File: src/rtl/iob_axi_wr_arbiter_pkg.sv
// Shared types and arbitration helpers for the AXI write-path scheduler.
// The optional QoS pre-filter (IOB_AXI_WR_ARB_QOS_EN) uses qos_mask below.
package iob_axi_wr_arbiter_pkg;

  // Widest requester vector the helper functions handle; callers zero-extend.
  localparam int MAX_S = 32;

  typedef enum logic {
    IDLE  = 1'b0,
    GRANT = 1'b1
  } state_t;

  // Round-robin pick: rotate so last+1 sits at bit 0, priority-encode the
  // lowest set bit, then un-rotate back to a requester index.
  // Returns 0 when nothing is requested; callers gate on |req.
  function automatic int rr_pick(input logic [MAX_S-1:0] req,
                                 input int n,
                                 input int last);
    logic [MAX_S-1:0] rot;
    int               hit;
    int               win;
    rot = '0;
    for (int i = 0; i < MAX_S; i++) begin
      if (i < n) rot[i] = req[(last + 1 + i) % n];
    end
    hit = -1;
    for (int i = MAX_S - 1; i >= 0; i--) begin
      if (rot[i]) hit = i;
    end
    win = (hit < 0) ? 0 : (last + 1 + hit) % n;
    return win;
  endfunction

  // Keep only valid requesters whose 4-bit QoS equals the highest valid QoS.
  function automatic logic [MAX_S-1:0] qos_mask(input logic [MAX_S-1:0]   valid,
                                                input logic [4*MAX_S-1:0] qos,
                                                input int n);
    logic [3:0]       top;
    logic [MAX_S-1:0] mask;
    top  = 4'h0;
    mask = '0;
    for (int i = 0; i < MAX_S; i++) begin
      if (i < n && valid[i] && qos[4*i +: 4] > top) top = qos[4*i +: 4];
    end
    for (int i = 0; i < MAX_S; i++) begin
      mask[i] = (i < n) && valid[i] && (qos[4*i +: 4] == top);
    end
    return mask;
  endfunction

endpackage

File: src/rtl/iob_axi_wr_arbiter_sel_fifo.sv
// Small select FIFO recording AW grant order so W bursts follow it.
// Pop is evaluated before push, so a full FIFO accepts a push only
// in a cycle that also pops.
module iob_axi_wr_arbiter_sel_fifo
  import iob_axi_wr_arbiter_pkg::*;
#(
  parameter int WIDTH = 2,
  parameter int DEPTH = 4
) (
  input  logic             clk,
  input  logic             rst_n,
  input  logic             push,
  input  logic [WIDTH-1:0] din,
  input  logic             pop,
  output logic [WIDTH-1:0] dout,
  output logic             full,
  output logic             empty
);

  localparam int AW = $clog2(DEPTH);

  logic [WIDTH-1:0] mem [DEPTH];
  logic [AW:0]      wr_ptr_reg;
  logic [AW:0]      rd_ptr_reg;
  logic             pop_ok;
  logic             push_ok;

  assign empty   = (wr_ptr_reg == rd_ptr_reg);
  assign full    = (wr_ptr_reg[AW] != rd_ptr_reg[AW]) &&
                   (wr_ptr_reg[AW-1:0] == rd_ptr_reg[AW-1:0]);
  assign pop_ok  = pop && !empty;
  assign push_ok = push && (!full || pop_ok);
  assign dout    = mem[rd_ptr_reg[AW-1:0]];

  // Storage write; contents need no reset since empty gates the head.
  always_ff @(posedge clk) begin
    if (push_ok) mem[wr_ptr_reg[AW-1:0]] <= din;
  end

  // Pointer update; the extra MSB distinguishes full from empty.
  always_ff @(posedge clk or negedge rst_n) begin
    if (!rst_n) begin
      wr_ptr_reg <= '0;
      rd_ptr_reg <= '0;
    end else begin
      if (push_ok) wr_ptr_reg <= wr_ptr_reg + 1'b1;
      if (pop_ok)  rd_ptr_reg <= rd_ptr_reg + 1'b1;
    end
  end

endmodule

File: src/rtl/iob_axi_wr_arbiter.sv
// Per-manager-port AXI write scheduler: round-robin AW arbitration, W
// routing in AW grant order, and an outstanding-write cap fed by B.
// Optional macro IOB_AXI_WR_ARB_QOS_EN restricts arbitration to the
// highest-QoS valid requesters before round-robin is applied.
module iob_axi_wr_arbiter
  import iob_axi_wr_arbiter_pkg::*;
#(
  parameter  int S_COUNT      = 4,
  parameter  int M_ISSUE      = 4,
  parameter  int W_FIFO_DEPTH = 4,
  localparam int SEL_W        = $clog2(S_COUNT),
  localparam int CNT_W        = $clog2(M_ISSUE + 1)
) (
  input  logic                 clk,
  input  logic                 rst_n,
  input  logic [S_COUNT-1:0]   s_awvalid,
  input  logic [4*S_COUNT-1:0] s_awqos,
  output logic [S_COUNT-1:0]   s_awready,
  output logic                 m_awvalid,
  input  logic                 m_awready,
  output logic [SEL_W-1:0]     aw_sel,
  input  logic [S_COUNT-1:0]   s_wvalid,
  input  logic [S_COUNT-1:0]   s_wlast,
  output logic [S_COUNT-1:0]   s_wready,
  output logic                 m_wvalid,
  input  logic                 m_wready,
  output logic [SEL_W-1:0]     w_sel,
  input  logic                 b_done,
  output logic [CNT_W-1:0]     issue_cnt,
  output logic                 err
);

  state_t           state_reg;
  state_t           state_next;
  logic [SEL_W-1:0] aw_sel_reg;
  logic [SEL_W-1:0] last_grant_reg;
  logic [CNT_W-1:0] issue_cnt_reg;
  logic             err_reg;

  logic [MAX_S-1:0] cand;
  int               winner;
  logic             arb_en;
  logic             aw_hs;
  logic             w_pop;
  logic             fifo_full;
  logic             fifo_empty;
  logic [SEL_W-1:0] fifo_head;

`ifdef IOB_AXI_WR_ARB_QOS_EN
  assign cand = qos_mask(MAX_S'(s_awvalid), (4*MAX_S)'(s_awqos), S_COUNT);
`else
  logic unused_qos;
  assign unused_qos = ^s_awqos;
  assign cand       = MAX_S'(s_awvalid);
`endif

  // The registered full flag makes the FIFO check conservative by a cycle.
  assign winner = rr_pick(cand, S_COUNT, int'(last_grant_reg));
  assign arb_en = (|s_awvalid) && (issue_cnt_reg < CNT_W'(M_ISSUE)) && !fifo_full;
  assign aw_hs  = (state_reg == GRANT) && m_awready;

  assign aw_sel    = aw_sel_reg;
  assign issue_cnt = issue_cnt_reg;
  assign err       = err_reg;

  // FSM state register.
  always_ff @(posedge clk or negedge rst_n) begin
    if (!rst_n) state_reg <= IDLE;
    else        state_reg <= state_next;
  end

  // Next state and AW handshake outputs; a grant is held until accepted.
  always_comb begin
    state_next = state_reg;
    m_awvalid  = 1'b0;
    s_awready  = '0;
    case (state_reg)
      IDLE: begin
        if (arb_en) state_next = GRANT;
      end
      GRANT: begin
        m_awvalid             = 1'b1;
        s_awready[aw_sel_reg] = m_awready;
        if (m_awready) state_next = IDLE;
      end
      default: state_next = IDLE;
    endcase
  end

  // Capture the winner on entry to GRANT; advance the round-robin pointer on accept.
  always_ff @(posedge clk or negedge rst_n) begin
    if (!rst_n) begin
      aw_sel_reg     <= '0;
      last_grant_reg <= SEL_W'(S_COUNT - 1);
    end else begin
      if (state_reg == IDLE && arb_en) aw_sel_reg <= SEL_W'(winner);
      if (aw_hs) last_grant_reg <= aw_sel_reg;
    end
  end

  // Outstanding-write counter; a B completion with nothing outstanding is an error.
  always_ff @(posedge clk or negedge rst_n) begin
    if (!rst_n) begin
      issue_cnt_reg <= '0;
      err_reg       <= 1'b0;
    end else begin
      case ({aw_hs, b_done})
        2'b10: issue_cnt_reg <= issue_cnt_reg + CNT_W'(1);
        2'b01: begin
          if (issue_cnt_reg == '0) err_reg <= 1'b1;
          else issue_cnt_reg <= issue_cnt_reg - CNT_W'(1);
        end
        default: ;
      endcase
    end
  end

  // W routing follows the FIFO head; an empty FIFO stalls every requester.
  always_comb begin
    w_sel    = fifo_empty ? '0 : fifo_head;
    m_wvalid = !fifo_empty && s_wvalid[w_sel];
    s_wready = '0;
    if (!fifo_empty) s_wready[w_sel] = m_wready;
  end

  assign w_pop = m_wvalid && m_wready && s_wlast[w_sel];

  iob_axi_wr_arbiter_sel_fifo #(
    .WIDTH (SEL_W),
    .DEPTH (W_FIFO_DEPTH)
  ) u_sel_fifo (
    .clk   (clk),
    .rst_n (rst_n),
    .push  (aw_hs),
    .din   (aw_sel_reg),
    .pop   (w_pop),
    .dout  (fifo_head),
    .full  (fifo_full),
    .empty (fifo_empty)
  );

endmodule

File: config.mk
export PLATFORM = sky130hd
export DESIGN_NAME = iob_axi_wr_arbiter
export DESIGN_NICKNAME = d
export VERILOG_FILES = /design/src/rtl/iob_axi_wr_arbiter_pkg.sv /design/src/rtl/iob_axi_wr_arbiter_sel_fifo.sv /design/src/rtl/iob_axi_wr_arbiter.sv
export SDC_FILE = /design/constraint.sdc
export NUM_CORES = 1
export LEC_CHECK = 0
export ABC_CLOCK_PERIOD_IN_PS = 4180
export BUFFER_PORTS_ARGS = -buffer_cell sky130_fd_sc_hd__buf_2
export CORE_ASPECT_RATIO = 2
export CORE_MARGIN = 3
export CORE_UTILIZATION = 28
export CTS_CLUSTER_DIAMETER = 120
export CTS_CLUSTER_SIZE = 8
export DETAILED_ROUTE_END_ITERATION = 6
export MAX_ROUTING_LAYER = met4
export PLACE_DENSITY = 0.53
export SLEW_MARGIN = 25
export SYNTH_ARGS = -nofsm -noshare
export SYNTH_HDL_FRONTEND = slang
export SYNTH_SLANG_ARGS = --single-unit
File: constraint.sdc
create_clock -name clk -period 4.18 [get_ports clk]
set_clock_uncertainty 0.05 [all_clocks]
set_input_delay 0.209 -clock clk [delete_from_list [all_inputs] [get_ports clk]]
set_output_delay 0.209 -clock clk [all_outputs]
set_load 0.005 [all_outputs]
======== Word level (Yosys, flattened, before mapping) ========
Memories as Yosys holds them, arrays and structs flattened.
Cells that the tools add are included.
operators by class
  muxes and demuxes ....................... 36
  magnitude comparators ................... 10
  equality and inequality tests ........... 6
  add/subtract/negate cells ............... 9
  bitwise logic cells ..................... 7
  reduce and logical (&&, ||, !) cells .... 24
operators by type and width
  cell                                                                            number
  32-bit 2-to-1 mux                                                               4
  32-bit by 3-bit adder with 32-bit output (second input constant)                2
  32-bit by 2-bit adder with 32-bit output (second input constant)                1
  4-bit by 32-bit adder with 32-bit output                                        1
  32-bit by 1-bit less-than comparator with 1-bit output (second input constant)  1
  3-bit by 7-bit less-than comparator with 1-bit output (second input constant)   4
  1-bit 2-to-1 mux                                                                17
  1-bit binary-select mux with 3-bit select                                       4
  1-bit logical AND                                                               12
  3-bit by 1-bit adder with 3-bit output (second input constant)                  3
  4-bit bitwise AND                                                               2
  4-bit 2-to-1 mux                                                                2
  2-bit OR reduction                                                              4
  2-bit by 3-bit less-than comparator with 1-bit output (second input constant)   2
  3-bit case mux with 2 select lines                                              1
  1-bit binary-select mux with 2-bit select                                       2
  1-bit demux with 2-bit select                                                   2
  2-bit by 1-bit >= comparator with 1-bit output (second input constant)          2
  2-bit 2-to-1 mux                                                                2
  2-bit AND reduction                                                             2
  4-bit OR reduction                                                              1
  2-bit by 1-bit adder with 3-bit output (second input constant)                  1
  1-bit bitwise AND                                                               3
  3-bit equality test                                                             1
  15 further kinds                                                                16
storage, ports and cells
  output and inout bits ................... 18
  bits in writable memories ............... 8
  register bits ........................... 15
  memories ................................ 1
  input bits .............................. 33
memory list
  memory          words  bits a word  rd ports  clocked after memory_dff  wr ports  RTL line                           source
  u_sel_fifo.mem  4      2            1         0                         1         iob_axi_wr_arbiter_sel_fifo.sv:22  logic [WIDTH-1:0] mem [DEPTH];

======== Longest topological paths before layout ========
  depth in word-level cells ............... 13
  depth in mapped cells ................... 8
  gate-level depth less buffers ........... 7

======== Hierarchy ========
From an unflattened synthesis, not the netlist that was laid out.
second synthesis, totals
  cells, all modules ...................... 139
  area, all modules ....................... 1466.4 µm²
by module, submodules not included
  module                       sequential area each (µm²)  area an instance (µm²)  instances  cells each
  iob_axi_wr_arbiter           227.7                       742.0                   1          94
  iob_axi_wr_arbiter_sel_fifo  390.4                       724.4                   1          45

======== Least setup slack after synthesis ========
Ideal clock, no wire load.
  kind .................................... reg-to-reg
  start point ............................. reg u_sel_fifo.rd_ptr_reg[0]
  end point ............................... mem u_sel_fifo.mem[0][0] (enable)
  arrival ................................. 1.921 ns
  path buffers ............................ 1
  path slack .............................. 1.912 ns
  stages on the path, launching flop included .. 8
  required time ........................... 3.832 ns
  cell sequence ........................... dfrtp_1 > buf_6 > mux4_2 > nor3b_1 > nor3b_4 > o211ai_4 > a21oi_4 > and2_1
between the ends
  word-level cells in the longest chain between the ends .. 12
  elaborated cells between the ends (all ways) .. 19
  classes of those cells .................. eq/ne (2); mux (7); reduce/logical (9); memory (1)
ends and longest elaborated chain
  element                                                  RTL line                           source
  start, declared                                          iob_axi_wr_arbiter_sel_fifo.sv:24  logic [AW:0] rd_ptr_reg;
  start signal, assigned                                   iob_axi_wr_arbiter_sel_fifo.sv:47  if (pop_ok) rd_ptr_reg <= rd_ptr_reg + 1'b1;
  memory 4 x 2 bit or 3-bit equality test (tied branches)  --
  2-bit 2-to-1 mux                                         iob_axi_wr_arbiter.sv:120          w_sel = fifo_empty ? '0 : fifo_head;
  1-bit binary-select mux with 2-bit select                iob_axi_wr_arbiter.sv:121          m_wvalid = !fifo_empty && s_wvalid[w_sel];
  1-bit 2-to-1 mux (implied by the code)                   iob_axi_wr_arbiter.sv:121
  1-bit logical AND                                        iob_axi_wr_arbiter.sv:121
  1-bit logical AND (2 in series)                          iob_axi_wr_arbiter.sv:126          assign w_pop = m_wvalid && m_wready && s_wlast[w_sel];
  1-bit logical AND                                        iob_axi_wr_arbiter_sel_fifo.sv:31  assign pop_ok = pop && !empty;
  1-bit logical OR (*)                                     iob_axi_wr_arbiter_sel_fifo.sv:32  assign push_ok = push && (!full || pop_ok);
  1-bit logical AND (*)                                    iob_axi_wr_arbiter_sel_fifo.sv:32
  1-bit 2-to-1 mux (*)                                     iob_axi_wr_arbiter_sel_fifo.sv:37  if (push_ok) mem[wr_ptr_reg[AW-1:0]] <= din;
  1-bit 2-to-1 mux (implied by the code) (*)               iob_axi_wr_arbiter_sel_fifo.sv:37
  end, declared                                            iob_axi_wr_arbiter_sel_fifo.sv:22
Every way passes the cells marked *; elsewhere a longest branch is shown, timed or not. The select of a mux whose other input is x is not followed.

======== Worst setup path after layout ========
  start point ............................. reg u_sel_fifo.rd_ptr_reg[0]
  end point ............................... mem u_sel_fifo.mem[0][1] (enable)
The elaborated chain is that of the path after synthesis.

==> flow_metrics.env <==
export IMPL_dieWidth_um=56.6
export IMPL_grt_setup_unrepaired="false"
export IMPL_detailedPlace_worstSlack_ps=1640
export IMPL_drt_first_pass_iters=4
export IMPL_dieHeight_um=107
export IMPL_total_leakage_power_nw=0.758
export IMPL_cp_data_arrival_time_ps=2490
export IMPL_synth_edff_count=8
export IMPL_clkSinkCount=23
export IMPL_cp_depth=6
export IMPL_share_of_synthesized_area_occupied_by_flip_flops_and_latches_pct=43.1
export IMPL_post_synth_top_area_fraction_pct=22.7
export IMPL_globalRouteOverflowTotal=0
export IMPL_critical_path_max_stage_delay_ps=620
export IMPL_layout_setup_ws_ps=1660
export IMPL_clk_insertion_delay_late_ps=260
export IMPL_timing_critical_path_required_ps=4160
export IMPL_first_pass_grt_wire_length_mm=5.30
export IMPL_library_cell_occupying_the_most_area_in_the_post_synthesis_netlist="sky130_fd_sc_hd__dfrtp_1"
export IMPL_avgViaCountPerCell=4.79
export IMPL_timing_critical_path_cells="mux4_2 -> nor3b_1 -> nor3b_4 -> o211ai_4 -> a21oi_4 -> and2_1"
export IMPL_switching_share_pct=43.3
export IMPL_reg2reg_depth=6
export IMPL_die_area_um2=6070
export IMPL_first_global_vias=1109
export IMPL_timing_hold_violations_final=0
export IMPL_critPathKind="reg2reg"
export IMPL_clockBufferDepth=2
export IMPL_cp_endpoint="u_sel_fifo.mem[0][1]"
export IMPL_placed_area_um2=1660
export IMPL_dp_hpwl_mm=2.45
export IMPL_grt_max_degree=16
export IMPL_critical_path_peak_fanout=6
export IMPL_groute_usage_overall_pct=11.4
export IMPL_synth_net_count=175
export IMPL_netlist_top_cells_area="sky130_fd_sc_hd__dfrtp_1 (23%), sky130_fd_sc_hd__edfxtp_1 (17%), sky130_fd_sc_hd__ha_1 (5.2%), sky130_fd_sc_hd__o21ai_0 (3.8%), sky130_fd_sc_hd__dfstp_2 (3.7%)"
export IMPL_largest_reg_flops=8
export IMPL_tritoncts="built"
export IMPL_n_antenna_cell=0
export IMPL_numPortBuffers=34
export IMPL_critical_path_slowest_cell="sky130_fd_sc_hd__mux4_2"
export IMPL_final_core_util_pct=35.0
export IMPL_maximum_clock_frequency_mhz=398
export IMPL_power_per_cell_area_nw_per_um2=749
export IMPL_synth_main_ff_cell="sky130_fd_sc_hd__dfrtp_1"
export IMPL_number_of_antenna_violations_at_the_first_check_in_global_routing=0
export IMPL_worst_r2r_startpoint="u_sel_fifo.rd_ptr_reg[0]"
export IMPL_max_slew_worst_pin_slew_ps=711
export IMPL_timing_critical_path_to_type="flip-flop"
export IMPL_post_route_period_util_pct=60.2
export IMPL_worst_r2r_endpoint="u_sel_fifo.mem[0][1]"
export IMPL_synthToLayoutAreaGrowth_pct=19.6
export IMPL_clock_tree_root_cell="sky130_fd_sc_hd__clkbuf_8"
export IMPL_place_gp_congestion=0.804
export IMPL_cp_start_kind="flip-flop"
export IMPL_postCtsSetupBuffers=0
export IMPL_max_cap_viol_count=0
export IMPL_clk_pin_slew_ps=80
export IMPL_synth_warnings=0
export IMPL_ys_top_cells_by_count="sky130_fd_sc_hd__dfrtp_1 (13), sky130_fd_sc_hd__inv_1 (12), sky130_fd_sc_hd__nor2_1 (11), sky130_fd_sc_hd__o21ai_0 (11), sky130_fd_sc_hd__nand2_1 (9)"
export IMPL_share_clk_of_total_power_pct=10.4
export IMPL_report_final_setup_viol=0
export IMPL_initial_util_pct=29.2
export IMPL_pin_count=51
export IMPL_wl_per_cell_um=13.5
export IMPL_place_detailed_instances=224
export IMPL_antenna_left=0
export IMPL_worstHoldPathType="in2reg"
export IMPL_final_max_slew_violation_count=0
export IMPL_cts_buffers=3
export IMPL_synth_most_common_cell="sky130_fd_sc_hd__dfrtp_1"
export IMPL_number_of_remaining_drc_errors=0
export IMPL_core_region_area_um2=4910
export IMPL_synth_lib_cells_used_distinct=43
export IMPL_startpoint="u_sel_fifo.rd_ptr_reg[0]"
export IMPL_num_nets_final=213
export IMPL_postSynthRegisterBits=23
export IMPL_totalPowerFinal_mw=1.29
export IMPL_final_design_area_no_fill_um2=1720
export IMPL_h_tree_depth=1
export IMPL_slew_headroom_pct=52.3
export IMPL_syn_cell_area_um2=1440
export IMPL_combinationalPowerShare_pct=54.2
export IMPL_final_layout_size_suffix_gt1_share_pct=30.8
export IMPL_p_int_mw=0.729
export IMPL_ff2ff_setup_slack_ps=1660
export IMPL_final_hold_worst_slack_ps=105
export IMPL_largest_delay_contributor_family_on_the_critical_path="simple AND/OR/NAND/NOR gates"
export IMPL_number_of_vias_after_detailed_routing=1097
export IMPL_outcome="finished clean"
export IMPL_totalWireLength_mm=3.09
export IMPL_finalCriticalPeriod_ps=2520
export IMPL_timing_setup_tns_ps=0
export IMPL_rows=36
export IMPL_synth_async_sr_flop_share_pct=65.2
export IMPL_postSynthCellCount=135
export IMPL_synth_avg_cell_area_um2=10.6
export IMPL_cp_buffers_inverters=0
export IMPL_switching_power_mw=0.557
export IMPL_instances_no_fill=229
export IMPL_power_share_sequential_pct=35.4
export IMPL_detail_route_iter0_violations=44
export IMPL_irDropWorstVdd_v=0.000342
-- worst reg2reg max path, cell delays in order (launching register included) --
cell and delay [ps]:
sky130_fd_sc_hd__dfrtp_1 490, sky130_fd_sc_hd__mux4_2 620, sky130_fd_sc_hd__nor3b_1 520, sky130_fd_sc_hd__nor3b_4 100, sky130_fd_sc_hd__o211ai_4 170, sky130_fd_sc_hd__a21oi_4 130
sky130_fd_sc_hd__and2_1 210
-- metal layers --
metal | track usage [%] | share of wire, % | vias to the layer above
li1 | - | - | 552
met1 | 12.1 | 37 | 508
met2 | 21.1 | 57 | 33
met3 | 1.08 | 4.3 | 4
met4 | 4.58 | 1.6 | 0
met5 | - | 0 | -
-- logic make-up (layout without fill, tap and decap cells) --
kind of cell | Yosys count | in the layout | share of synthesized area, %
simple gates | 42 | 42 | 15.7
xor+xnor | 9 | 9 | 5.49
fa+ha+maj | 7 | 7 | 6.63
buf+inv | 15 | 52 | 4.45
compound gates | 31 | 31 | 16.7
mux | 8 | 8 | 7.93
flops | 23 | 23 | 43.1
-- cell type report --
type | instances | area (um2)
fillers | 499 | 3190
multi-input cells | 97 | 753
flip-flops and latches | 23 | 618
repair buffers | 35 | 180
well taps | 57 | 71.3
inverters | 13 | 48.8
clock buffers | 4 | 45.0
-- placed cells by master, fill, tap and decap left out, types with 2 or more instances in the layout --
cell,count
sky130_fd_sc_hd__nand2b_1,2
sky130_fd_sc_hd__mux4_2,2
sky130_fd_sc_hd__nand2_1,9
sky130_fd_sc_hd__xor2_1,5
sky130_fd_sc_hd__dfstp_2,2
sky130_fd_sc_hd__nor2_1,11
sky130_fd_sc_hd__o21ai_0,11
sky130_fd_sc_hd__buf_2,34
sky130_fd_sc_hd__mux2_2,3
sky130_fd_sc_hd__a21oi_1,8
sky130_fd_sc_hd__dfrtp_1,13
sky130_fd_sc_hd__inv_1,12
sky130_fd_sc_hd__edfxtp_1,8
sky130_fd_sc_hd__nor3b_1,4
sky130_fd_sc_hd__clkbuf_8,3
sky130_fd_sc_hd__and2_1,4
sky130_fd_sc_hd__mux2i_1,2
sky130_fd_sc_hd__nor3_1,4
sky130_fd_sc_hd__xnor2_1,4
sky130_fd_sc_hd__ha_1,6
-- worst min path at each step --
stage	from	end	slack [ps]	cells past startpoint
after global routing	m_awready	state_reg	110	2
after detailed placement	rst_n	err	90	1
after CTS	m_awready	state_reg	100	2
after floorplan	rst_n	aw_sel[0]	-140	0
after global placement	rst_n	issue_cnt[1]	90	1
final	m_awready	state_reg	100	2
-- power by group through the flow --
stage / Sequential [mW] / Clock, mW / Combinational (mW)
global route: 0.479 / 0.152 / 0.786
finish: 0.455 / 0.134 / 0.696
global placement: 0.461 / 0 / 0.695
floorplan: 0.421 / 0 / 0.543
CTS: 0.459 / 0.138 / 0.710
detailed placement: 0.464 / 0 / 0.707
-- what timing repair did --
action | 4_1_cts | 5_1_grt
hold buffers | 1 | 0
endpoints found under the hold margin | 13 | 0
resized for setup | 0 | 0
Note: power is estimated with default switching activity, not from simulation.
